File: src/rtl/hazard_ctrl.sv
`default_nettype none
//============================================================================
// Module   : hazard_ctrl
// Purpose  : D-stage hazard unit. Tuse/Tnew decode, per-stage destination
//            tracking, md occupancy counter and combinational stall.
//            Optional macro ERET_HAZARD_EN adds the mtc0 EPC -> eret interlock.
// Revision : 1.0 - initial release
//============================================================================
module hazard_ctrl #(
  parameter int NSTAGE      = 3,
  parameter int MULT_CYCLES = 5,
  parameter int DIV_CYCLES  = 10,
  parameter int CNT_W       = 4
) (
  input  logic        clk,
  input  logic        reset,
  input  logic [31:0] instr_d,
  input  logic        flush,
  output logic        stall,
  output logic        md_busy,
  output logic [2:0]  stall_cause
);

  localparam logic [5:0]       c_op_special = 6'h00;
  localparam logic [5:0]       c_op_cop0    = 6'h10;
  localparam logic [CNT_W-1:0] c_mult_load  = CNT_W'(MULT_CYCLES);
  localparam logic [CNT_W-1:0] c_div_load   = CNT_W'(DIV_CYCLES);

  logic [5:0] w_op;
  logic [5:0] w_fn;
  logic [4:0] w_rs;
  logic [4:0] w_rt;
  logic [4:0] w_rd;
  logic       w_rtype;

  assign w_op    = instr_d[31:26];
  assign w_rs    = instr_d[25:21];
  assign w_rt    = instr_d[20:16];
  assign w_rd    = instr_d[15:11];
  assign w_fn    = instr_d[5:0];
  assign w_rtype = (w_op == c_op_special) && (instr_d[10:6] == 5'd0);

  logic w_cal_r, w_cal_i, w_load, w_store, w_br, w_jr, w_jalr, w_jal;
  logic w_md_mul, w_md_div, w_mfhl, w_mthl, w_mtc0, w_mfc0;

  always_comb begin
    w_cal_r  = w_rtype && (w_fn inside {6'h20, 6'h21, 6'h22, 6'h23, 6'h24,
                                        6'h25, 6'h26, 6'h27, 6'h2a, 6'h2b});
    w_jr     = w_rtype && (w_fn == 6'h08);
    w_jalr   = w_rtype && (w_fn == 6'h09);
    w_md_mul = w_rtype && (w_fn inside {6'h18, 6'h19});
    w_md_div = w_rtype && (w_fn inside {6'h1a, 6'h1b});
    w_mfhl   = w_rtype && (w_fn inside {6'h10, 6'h12});
    w_mthl   = w_rtype && (w_fn inside {6'h11, 6'h13});
    w_cal_i  = w_op inside {6'h08, 6'h09, 6'h0a, 6'h0b, 6'h0c, 6'h0d, 6'h0e, 6'h0f};
    w_load   = w_op inside {6'h20, 6'h21, 6'h23, 6'h24, 6'h25};
    w_store  = w_op inside {6'h28, 6'h29, 6'h2b};
    w_br     = w_op inside {6'h04, 6'h05};
    w_jal    = (w_op == 6'h03);
    w_mtc0   = (w_op == c_op_cop0) && (w_rs == 5'h04) && (instr_d[10:0] == 11'd0);
    w_mfc0   = (w_op == c_op_cop0) && (w_rs == 5'h00) && (instr_d[10:0] == 11'd0);
  end

  // Tuse of each source and the record this instruction would place in E
  logic       w_use_rs, w_use_rt, w_d_vld;
  logic [1:0] w_tuse_rs, w_tuse_rt, w_d_tnew;
  logic [4:0] w_d_dst;

  always_comb begin
    w_use_rs  = 1'b0;
    w_tuse_rs = 2'd0;
    w_use_rt  = 1'b0;
    w_tuse_rt = 2'd0;
    w_d_vld   = 1'b0;
    w_d_dst   = 5'd0;
    w_d_tnew  = 2'd0;
    if (w_br || w_jr || w_jalr) begin
      w_use_rs = 1'b1;
    end else if (w_cal_r || w_cal_i || w_load || w_store || w_md_mul || w_md_div || w_mthl) begin
      w_use_rs  = 1'b1;
      w_tuse_rs = 2'd1;
    end
    if (w_br) begin
      w_use_rt = 1'b1;
    end else if (w_cal_r || w_md_mul || w_md_div) begin
      w_use_rt  = 1'b1;
      w_tuse_rt = 2'd1;
    end else if (w_store || w_mtc0) begin
      w_use_rt  = 1'b1;
      w_tuse_rt = 2'd2;
    end
    if (w_cal_r || w_mfhl) begin
      w_d_vld = 1'b1; w_d_dst = w_rd; w_d_tnew = 2'd1;
    end else if (w_cal_i) begin
      w_d_vld = 1'b1; w_d_dst = w_rt; w_d_tnew = 2'd1;
    end else if (w_load || w_mfc0) begin
      w_d_vld = 1'b1; w_d_dst = w_rt; w_d_tnew = 2'd2;
    end else if (w_jal) begin
      w_d_vld = 1'b1; w_d_dst = 5'd31;
    end else if (w_jalr) begin
      w_d_vld = 1'b1; w_d_dst = w_rd;
    end
  end

  logic [NSTAGE-1:0] r_vld;
  logic [4:0]        r_dst  [NSTAGE];
  logic [1:0]        r_tnew [NSTAGE];

  always_ff @(posedge clk) begin
    if (reset || flush) begin
      r_vld <= '0;
    end else begin
      r_vld <= {r_vld[NSTAGE-2:0], w_d_vld & ~stall};
    end
  end

  // Payload shifts unconditionally; validity alone decides whether it matters
  always_ff @(posedge clk) begin
    r_dst[0]  <= w_d_dst;
    r_tnew[0] <= w_d_tnew;
    for (int k = 1; k < NSTAGE; k++) begin
      r_dst[k]  <= r_dst[k-1];
      r_tnew[k] <= (r_tnew[k-1] != 2'd0) ? (r_tnew[k-1] - 2'd1) : 2'd0;
    end
  end

  logic w_hz_data, w_hz_md, w_hz_eret;

  always_comb begin
    w_hz_data = 1'b0;
    for (int k = 0; k < NSTAGE; k++) begin
      if (r_vld[k] && (r_dst[k] != 5'd0)) begin
        if (w_use_rs && (r_dst[k] == w_rs) && (r_tnew[k] > w_tuse_rs)) w_hz_data = 1'b1;
        if (w_use_rt && (r_dst[k] == w_rt) && (r_tnew[k] > w_tuse_rt)) w_hz_data = 1'b1;
      end
    end
  end

`ifdef ERET_HAZARD_EN
  // mtc0 writes no GPR, so the EPC flag carries its own occupancy bit
  logic              w_eret, w_d_epc;
  logic [NSTAGE-1:0] r_epc;

  assign w_eret  = (instr_d == 32'h4200_0018);
  assign w_d_epc = w_mtc0 && (w_rd == 5'd14);

  always_ff @(posedge clk) begin
    if (reset || flush) begin
      r_epc <= '0;
    end else begin
      r_epc <= {r_epc[NSTAGE-2:0], w_d_epc & ~stall};
    end
  end

  assign w_hz_eret = w_eret && (|r_epc);
`else
  assign w_hz_eret = 1'b0;
`endif

  logic [CNT_W-1:0] r_cnt;
  logic             w_md_start;

  assign w_md_start = (w_md_mul || w_md_div) && !stall && !flush;

  always_ff @(posedge clk) begin
    if (reset) begin
      r_cnt <= '0;
    end else if (w_md_start) begin
      r_cnt <= w_md_div ? c_div_load : c_mult_load;
    end else if (r_cnt != '0) begin
      r_cnt <= r_cnt - CNT_W'(1);
    end
  end

  assign md_busy     = (r_cnt != '0);
  assign w_hz_md     = (w_md_mul || w_md_div || w_mfhl || w_mthl) && md_busy;
  assign stall_cause = {w_hz_eret, w_hz_md, w_hz_data};
  assign stall       = |stall_cause;

endmodule
`default_nettype wire

File: config.mk
export PLATFORM = sky130hd
export DESIGN_NAME = hazard_ctrl
export DESIGN_NICKNAME = d
export VERILOG_FILES = /design/src/rtl/hazard_ctrl.sv
export SDC_FILE = /design/constraint.sdc
export NUM_CORES = 1
export LEC_CHECK = 0
export BUFFER_PORTS_ARGS = -buffer_cell sky130_fd_sc_hd__buf_2
export CAP_MARGIN = 25
export CORE_MARGIN = 1.5
export CORE_UTILIZATION = 58
export CTS_CLUSTER_SIZE = 25
export DETAILED_ROUTE_END_ITERATION = 8
export PLACE_DENSITY = 0.93
export SKIP_CTS_REPAIR_TIMING = 1
export SLEW_MARGIN = 30
export SYNTH_ARGS = -nofsm -noshare
export SYNTH_HDL_FRONTEND = slang
export SYNTH_SLANG_ARGS = --single-unit
File: constraint.sdc
create_clock -name clk -period 3.9 [get_ports clk]
set_clock_uncertainty 0.15 [all_clocks]
set_input_delay 0 -clock clk [delete_from_list [all_inputs] [get_ports clk]]
set_output_delay 0 -clock clk [all_outputs]
set_load 0.1 [all_outputs]
==> impl_metrics.tcl, run 1 <==
set metrics [dict create \
    status "finished, final reports clean" \
    io_pins 40 \
    setup_tns_ns 0 \
    arrival_ns 3.73 \
    drcViolationCount 0 \
    synthCells 214 \
    numCtsBuffers 3 \
    num_antenna_cells 0 \
    ir_worst_vdd_v 0.000443 \
    track_usage_pct 27.0 \
    overflow 0 \
    antenna_found_initial 0 \
    htree_levels 1 \
    synth.avg_cell_area_sq_um 8.43 \
    ys_seq_area_share_pct 31.1 \
    grt_pass1_vias 1577 \
    max_freq_mhz 280 \
    grt_pass1_wl_um 7110 \
    area_growth_pct 24.4 \
    hold_viol_final 0 \
    end_kind "register" \
    ant_nets 0 \
    drt_iter0_drc 132 \
    synth_area_sq_um 1800 \
    row_count 20 \
    cts_sinks 28 \
    clock_latency_ns 0.35 \
    clock_path_buffers 2 \
    die_height_um 58.8 \
    startpoint_type "input pin" \
    portBuffers 38 \
    final_area_sq_um 2240 \
    fillCellCount 193 \
    slew_headroom_pct 62.6 \
    period_needed_ns 3.58 \
    worstPathRequired_ns 4.05 \
    drive_gt1_share_pct 19.0 \
    rsz0062_at_grt "no" \
    clockRootBuffer "clkbuf_4" \
    post-route-period-util_pct 91.7 \
    hpwlAfterDp_um 3450 \
    die_area_sq_um 3450 \
    power.density_nw_per_um2 387 \
    tritoncts "built" \
    grt_start_max_net_pins 17 \
    async_reset_ff_share_pct 0 \
    finalWorstSetupSlack_ns 0.324 \
    synth_cell_types 42 \
    placed_area_sq_um 2000 \
    syn-num-nets 259 \
    p_leak_nw 0.929 \
    synthTopCellsByCount "28 x dfxtp_1, 20 x nor2_1, 19 x xnor2_1" \
    hp-class "input pin to register" \
    num-nets-final 315 \
    via_count 1842 \
    critical_path_class "input pin to register" \
    synth_largest_area_cell "dfxtp_1" \
    via_per_inst 6.10 \
    fp.dieW_um 58.8 \
    wl_um 5080 \
    drv_cap 0 \
    ys_seq_elements 28 \
    synth_most_common_cell "dfxtp_1" \
    drv_slew 0 \
    start_util_pct 60.0 \
    gp_congestion 0.868 \
    dpl_worst_slack_ns 0.991 \
    synth.yosys.warnings 0 \
    synth_ff_type "dfxtp_1" \
    path_clk_slew_ns 0.16 \
    cp_max_fo 6 \
    first_pass_iters 4 \
    avgRoutedWirePerCell_um 16.8 \
    yosys-top-cells-area "dfxtp_1 31%, xnor2_1 9.2%, ha_1 6.9%, xor2_1 6.3%, nor2_1 4.2%" \
    synth_top_area_share_pct 31.1 \
    final_util_pct 74.7 \
    synth_edf_count 0 \
    setup_viol_count_final 0 \
    worst_pin_slew_ns 0.561 \
    core-area_sq_um 3000 \
]
## cells by family after synthesis
kind of cell	count (synthesis)	share of synthesized area, %
adder cells (fa/ha/maj)	10	6.94
other	1	0.208
flip-flops	28	31.1
buffers and inverters	20	4.79
AND/OR/NAND/NOR	78	25.2
AO/OA/AOI/OAI	45	16.2
XOR/XNOR	32	15.5
## worst max-delay path, stage by stage
cell and delay [ns]:
dlygate4sd3_1 0.53, buf_2 0.15, nor4b_1 0.14, nand4_1 0.10
nor2_1 0.06, a32oi_1 0.44, ha_1 0.36, nor2b_1 0.15
o2111ai_1 0.19, nor3_1 0.08, a311oi_2 0.28, a21oi_2 0.07
a21o_1 0.21, or2_4 0.27, nor4_4 0.12, dlygate4sd3_1 0.57
## placed cells by master (no fill, tap or decap), drive strengths merged, types with 2 or more instances in the layout
master	instances
inv	14
or4	4
nand2b	3
nor3	11
buf	38
nor2	20
nor4bb	2
or3	2
clkbuf	3
nor2b	4
nand4	4
nor3b	5
dfxtp	28
xor2	13
xnor2	19
ha	10
nand2	11
o22ai	6
o21ai	11
o211ai	2
o2111ai	3
a22oi	2
nor4	4
nand3	5
dlygate4sd3	19
a21oi	14
## path summary, 6_finish.rpt
check / start / end / slack (ns) / cells past startpoint
worst min-delay path: instr_d[3] / r_cnt[3] / 0.1 / 6
worst max register to register: r_dst[0][5] / r_vld[0] / 0.97 / 9
worst min register to register: r_dst[0][8] / r_dst[0][13] / 0.28 / 0
worst max-delay path: instr_d[30] / r_vld[0] / 0.32 / 16
## routing by layer
metal  up-vias  GRT usage, %  wire [um]
met3        23          4.84        383
met1       846          35.8       2040
li1        872             -          -
met5         -             0          0
met4         0          7.47        127
met2       101          44.9       2530
## where the power goes
group          internal, mW  total (mW)  leakage (nW)  switching [mW]
combinational         0.127       0.321         0.671           0.195
sequential            0.317       0.346         0.230          0.0288
clock                 0.104       0.201        0.0279          0.0970
## through the flow
| step | instances | power [mW] | hold WS (ns) |
|---|---|---|---|
| final | 302 | 0.868 | 0.0979 |
| after global routing | 302 | 0.912 | 0.106 |
| after CTS | 283 | 0.838 | -0.272 |
| after detailed placement | 279 | 0.648 | 0.104 |
| after global placement | 279 | 0.637 | 0.0981 |
| after floorplan | 214 | 0.577 | -0.0809 |
## area by class of cell
cell class / instances / area, sq um / share of cell area, %
Clock buffer: 3 / 22.5 / 1.00
Multi-Input combinational cell: 166 / 1160 / 51.5
Clock inverter: 1 / 30.0 / 1.34
Tap cell: 33 / 41.3 / 1.84
Sequential cell: 28 / 561 / 25.0
Inverter: 14 / 52.6 / 2.34
Timing Repair Buffer: 57 / 380 / 17.0
## state kept, by name, summed over array words and instances (netlist names)
| signal | count |
|---|---|
| r_cnt | 4 |
| r_dst | 15 |
| r_vld | 3 |
| r_tnew | 6 |
Note: power is estimated with default switching activity, not from simulation.
==> run 2, diff against run 1 <==
--- a/config.mk
+++ b/config.mk
@@ -7,8 +7,10 @@
 export LEC_CHECK = 0
 export BUFFER_PORTS_ARGS = -buffer_cell sky130_fd_sc_hd__buf_2
 export CAP_MARGIN = 25
+export CELL_PAD_IN_SITES_DETAIL_PLACEMENT = 0
+export CELL_PAD_IN_SITES_GLOBAL_PLACEMENT = 1
 export CORE_MARGIN = 1.5
-export CORE_UTILIZATION = 58
+export CORE_UTILIZATION = 43
 export CTS_CLUSTER_SIZE = 25
 export DETAILED_ROUTE_END_ITERATION = 8
 export PLACE_DENSITY = 0.93
==> run 2 against run 1 <==
Compared with the run above: the flow now finishes with violations (hold timing); count of clock-buffer cells in the layout did not move; register-to-register slack improved by 0.04 ns; routed wire length down 16%; sequential cell count unchanged; clock power rose by 16%; combinational power shrank 4%; utilization is 19 points lower; final area grew 0.45%; highest routed layer unchanged.
==> impl_metrics.tcl, run 2 (synthesis gave the netlist of run 1 again) <==
set metrics [dict create \
    min_to "r_tnew[0][0]" \
    multi_input_area_sq_um 1160 \
    startpoint_type "input pin" \
    rrSetupSlack_ns 1.01 \
    num_antenna_cells 0 \
    die_area_sq_um 4590 \
    clockRootBuffer "clkbuf_8" \
    grt_pass1_vias 1399 \
    crit_chain "dlygate4sd3_1 -> buf_2 -> nor2_1 -> nand4_2 -> nor2_1 -> ha_1 -> nor2b_1 -> o21ai_0 -> nor4_1 -> a311oi_2 -> a21oi_2 -> a21o_1 -> or2_4 -> nor4_4 -> dlygate4sd3_1" \
    dp.cells 296 \
    start_util_pct 44.8 \
    drv_slew 0 \
    power.density_nw_per_um2 394 \
    failed_checks "hold timing" \
    clock_latency_ns 0.28 \
    period_needed_ns 3.49 \
    ff2ff_path_depth 9 \
    worstPathRequired_ns 3.98 \
    core-area_sq_um 4030 \
    path_clk_slew_ns 0.10 \
    layout_commonest_cell "buf_2" \
    fp.dieW_um 67.8 \
    largest_register "r_dst" \
    hold_start "instr_d[7]" \
    worst_pin_slew_ns 0.541 \
    fin_cells 316 \
    placed_area_sq_um 2020 \
    row_count 23 \
    status "complete, but fails checks" \
    setup_tns_ns 0 \
    drive_gt1_share_pct 19.2 \
    first_pass_iters 5 \
    max_freq_mhz 287 \
    hold_viol_final 1 \
    hpwlAfterDp_um 3440 \
    via_count 1653 \
    die_height_um 67.8 \
    cp_slowest_cell "dlygate4sd3_1" \
    p_leak_nw 0.927 \
    grt_pass1_wl_um 6680 \
    regArea_sq_um 561 \
    path_delay_family "simple AND/OR/NAND/NOR gates" \
    reg2reg_from "r_dst[0][0]" \
    overflow 0 \
    power.share.clock_pct 26.3 \
    post-route-period-util_pct 89.4 \
    mostFrequentLayoutCells "38 x buf_2, 28 x dfxtp_1, 20 x nor2_1, 19 x xnor2_1, 16 x dlygate4sd3_1" \
    end_kind "register" \
    slew_headroom_pct 63.8 \
    rsz0062_at_grt "no" \
    finalWorstSetupSlack_ns 0.412 \
    track_usage_pct 19.1 \
    r2r_end "r_vld[0]" \
    p_sw_mw 0.309 \
    cp_max_fo 6 \
    hold_depth 4 \
    area_growth_pct 25.0 \
    ant_nets 0 \
    timing.hold.ws_ns -0.0105 \
    critical_path_class "input pin to register" \
    drv_cap 0 \
    intPower_mw 0.579 \
    antenna_found_initial 0 \
    portBuffers 38 \
    htree_levels 1 \
    fillCellCount 369 \
    drcViolationCount 0 \
    reg_top3 "r_dst (15), r_tnew (6), r_cnt (4)" \
    p_seq_share_pct 38.8 \
    hp-class "input pin to register" \
    setup_viol_count_final 0 \
    gp_congestion 0.940 \
    largest_reg_flops 15 \
    dpl_worst_slack_ns 0.988 \
    io_pins 40 \
    clock_path_buffers 2 \
    tritoncts "built" \
    slowest_delay_ns 0.57 \
    num-nets-final 312 \
    wl_um 4290 \
    final_area_sq_um 2250 \
    drt_iter0_drc 61 \
    cts_sinks 28 \
    grt_start_max_net_pins 17 \
    arrival_ns 3.56 \
    numCtsBuffers 3 \
    via_per_inst 5.23 \
    avgRoutedWirePerCell_um 13.6 \
    cp_num_buf_inv 3 \
    swShare_pct 34.8 \
    ir_worst_vdd_v 0.000215 \
    p_comb_share_pct 34.8 \
]
-- run 2: changes by cell type in the layout (fill, tap and decap cells not counted) --
| cell | previous run | this run |
|---|---|---|
| clkbuf_4 | 3 | 0 |
| dlygate4sd3_1 | 19 | 16 |
| clkbuf_8 | 0 | 3 |
-- run 2: worst max-delay path by stage --
stage / start / end / slack [ns] / depth (start not counted)
2_1_floorplan: instr_d[4] / r_vld[0] / 1.24 / 14
3_3_place_gp: instr_d[28] / stall / 1.05 / 14
3_5_place_dp: instr_d[28] / stall / 0.99 / 14
4_1_cts: instr_d[28] / stall / 0.97 / 14
5_1_grt: instr_d[30] / r_vld[0] / 0.16 / 15
6_report: instr_d[30] / r_vld[0] / 0.41 / 15
-- run 2: metal layers --
metal  wire, um  global-route usage, %
met2       1960                   30.6
met1       2100                   26.8
met3        182                   3.17
met5          0                      0
met4         36                   4.34
-- run 2: stage by stage --
stage | util [%] | power [mW] | hold WS [ns]
6_report | 55.9 | 0.888 | -0.0105
5_1_grt | 55.9 | 0.940 | 0.00231
4_1_cts | 52.0 | 0.874 | -0.203
3_5_place_dp | 50.2 | 0.645 | 0.0945
3_3_place_gp | 50.2 | 0.643 | 0.0931
2_1_floorplan | - | 0.577 | -0.0809
-- run 2: power groups by stage --
stage / sequential, mW / combinational (mW) / clock [mW]
finish: 0.345 / 0.309 / 0.234
global route: 0.350 / 0.345 / 0.246
CTS: 0.345 / 0.296 / 0.233
detailed placement: 0.351 / 0.294 / 0
global placement: 0.351 / 0.292 / 0
floorplan: 0.344 / 0.233 / 0
-- run 2: layout make-up --
cell class / instances / area share (%)
repair buffers: 54 / 15.5
flip-flops and latches: 28 / 24.9
clock inverters: 1 / 1.33
multi-input cells: 166 / 51.3
clock buffers: 3 / 1.83
inverters: 14 / 2.33
well taps: 50 / 2.78
-- run 2: worst register-to-register path, delay by kind of cell (launching register included) --
kind | cells | cell delay [ns]
AO/OA/AOI/OAI | 4 | 0.71
buffers and inverters | 1 | 0.57
flip-flops | 1 | 0.38
AND/OR/NAND/NOR | 4 | 1.04
==> run 3, diff against run 2 <==
--- a/config.mk
+++ b/config.mk
@@ -13,7 +13,7 @@
 export CORE_UTILIZATION = 43
 export CTS_CLUSTER_SIZE = 25
 export DETAILED_ROUTE_END_ITERATION = 8
-export PLACE_DENSITY = 0.93
+export PLACE_DENSITY_LB_ADDON = 0.1
 export SKIP_CTS_REPAIR_TIMING = 1
 export SLEW_MARGIN = 30
 export SYNTH_ARGS = -nofsm -noshare
==> run 3 against run 2 <==
Compared with the run above: the run still ends with hold timing left; die area unchanged; non-clock buffer count down 1; sequential cell count unchanged; highest routed layer unchanged; worst hold slack worse by 0.018 ns; sequential power about the same; global-route usage up 0.57 points; count of clock-buffer cells in the layout unchanged; fmax about the same; setup slack worse by 0.0033 ns; sequential share of layout area up 0.11 points; total power down 0.82%; largest cell class unchanged.
==> impl_metrics.tcl, run 3 (synthesis gave the netlist of run 1 again) <==
set metrics [dict create \
    status "complete, but fails checks" \
    failed_checks "hold timing" \
    p_leak_nw 0.923 \
    track_usage_pct 19.7 \
    critical_path_class "input pin to register" \
    power.density_nw_per_um2 393 \
    grt_start_max_net_pins 17 \
    finalWorstSetupSlack_ns 0.408 \
    largest_register "r_dst" \
    rsz0062_at_grt "no" \
    cp_num_buf_inv 3 \
    max_freq_mhz 286 \
    slew_headroom_pct 57.4 \
    area_growth_pct 24.4 \
    core-area_sq_um 4030 \
    drive_gt1_share_pct 19.2 \
    dpl_worst_slack_ns 0.961 \
    cts_sinks 28 \
    reg_top3 "r_dst (15), r_tnew (6), r_cnt (4)" \
    largest_reg_flops 15 \
    overflow 0 \
    p_comb_share_pct 35.2 \
    path_clk_slew_ns 0.10 \
    ir_worst_vdd_v 0.000232 \
    dp.cells 296 \
    fin_cells 315 \
    first_pass_iters 4 \
    drcViolationCount 0 \
    startpoint_type "input pin" \
    arrival_ns 3.56 \
    avgRoutedWirePerCell_um 13.9 \
    timing.hold.ws_ns -0.0284 \
    post-route-period-util_pct 89.5 \
    p_seq_share_pct 39.1 \
    end_kind "register" \
    fp.dieW_um 67.8 \
    clockRootBuffer "clkbuf_8" \
    tritoncts "built" \
    grt_pass1_wl_um 6700 \
    num_antenna_cells 0 \
    row_count 23 \
    crit_chain "dlygate4sd3_1 -> buf_2 -> nor2_1 -> nand4_1 -> nor2_1 -> a32oi_1 -> ha_1 -> nor2b_1 -> o2111ai_1 -> nor3_1 -> a311oi_2 -> a21oi_2 -> a21o_1 -> or2_4 -> nor4_4 -> dlygate4sd3_1" \
    period_needed_ns 3.49 \
    drt_iter0_drc 48 \
    worst_pin_slew_ns 0.637 \
    gp_congestion 0.826 \
    die_area_sq_um 4590 \
    clock_path_buffers 2 \
    worstPathRequired_ns 3.97 \
    grt_pass1_vias 1435 \
    layout_commonest_cell "buf_2" \
    cp_slowest_cell "dlygate4sd3_1" \
    numCtsBuffers 3 \
    htree_levels 1 \
    cp_max_fo 6 \
    slowest_delay_ns 0.57 \
    total_power_mw 0.881 \
    start_util_pct 44.8 \
    die_height_um 67.8 \
    hp-class "input pin to register" \
    setup_viol_count_final 0 \
    setup_tns_ns 0 \
    portBuffers 38 \
    hold_viol_final 2 \
    mostFrequentLayoutCells "38 x buf_2, 28 x dfxtp_1, 20 x nor2_1, 19 x xnor2_1, 15 x dlygate4sd3_1" \
    wl_um 4360 \
    ant_nets 0 \
    power.share.clock_pct 25.7 \
    clock_latency_ns 0.27 \
    num-nets-final 311 \
    drv_slew 0 \
    antenna_found_initial 0 \
    io_pins 40 \
    via_count 1640 \
    swShare_pct 34.3 \
    p_sw_mw 0.303 \
    via_per_inst 5.21 \
    path_delay_family "buffers and inverters" \
    drv_cap 0 \
    hpwlAfterDp_um 3540 \
    intPower_mw 0.578 \
]
[run 3: cell types whose count changed in the layout (fill, tap and decap cells not counted)]
cell | before | now
dlygate4sd3_1 | 16 | 15
[run 3: tightest hold or removal path, delay by kind of cell]
family                 cells  cell delay [ns]
and+or+nand+nor            1             0.13
AOI/OAI and AO/OA          1             0.08
buffers and inverters      1             0.13
[run 3: final cells by class]
class	count	area, sq um
fill	386	1790
multi-input combinational	166	1160
sequential	28	561
timing repair buffer	53	340
tap	50	62.6
inverter	14	52.6
clock buffer	3	41.3
clock inverter	1	30.0
[run 3: routing by layer]
metal	up-vias	GRT usage [%]	wire length [um]
li1	857	-	-
met1	729	27.4	2170
met2	50	31.4	1930
met3	4	3.83	228
met4	0	4.08	40
met5	-	0	0
[run 3: stage by stage]
stage / instance area [sq um] / util [%] / hold WS [ns]
5_1_grt: 2240 / 55.7 / 0.00766
6_report: 2240 / 55.7 / -0.0284
4_1_cts: 2090 / 52.0 / -0.212
3_3_place_gp: 2020 / 50.2 / 0.0924
3_5_place_dp: 2020 / 50.2 / 0.0925
2_1_floorplan: 1800 / - / -0.0809
[run 3: final timing paths]
kind | startpoint | endpoint | slack (ns) | cells past startpoint
worst max-delay path | instr_d[1] | r_vld[0] | 0.41 | 16
worst min-delay path | instr_d[30] | r_tnew[0][0] | -0.03 | 3
worst max register to register | r_dst[0][5] | r_vld[0] | 1.03 | 9
worst min register to register | r_dst[0][7] | r_dst[0][12] | 0.25 | 0
[run 3: power by group through the flow]
stage	registers [mW]	logic, mW	clock network (mW)
after floorplan	0.344	0.233	0
after global placement	0.351	0.301	0
after detailed placement	0.351	0.297	0
after CTS	0.345	0.297	0.235
after global routing	0.349	0.343	0.246
final	0.344	0.310	0.227
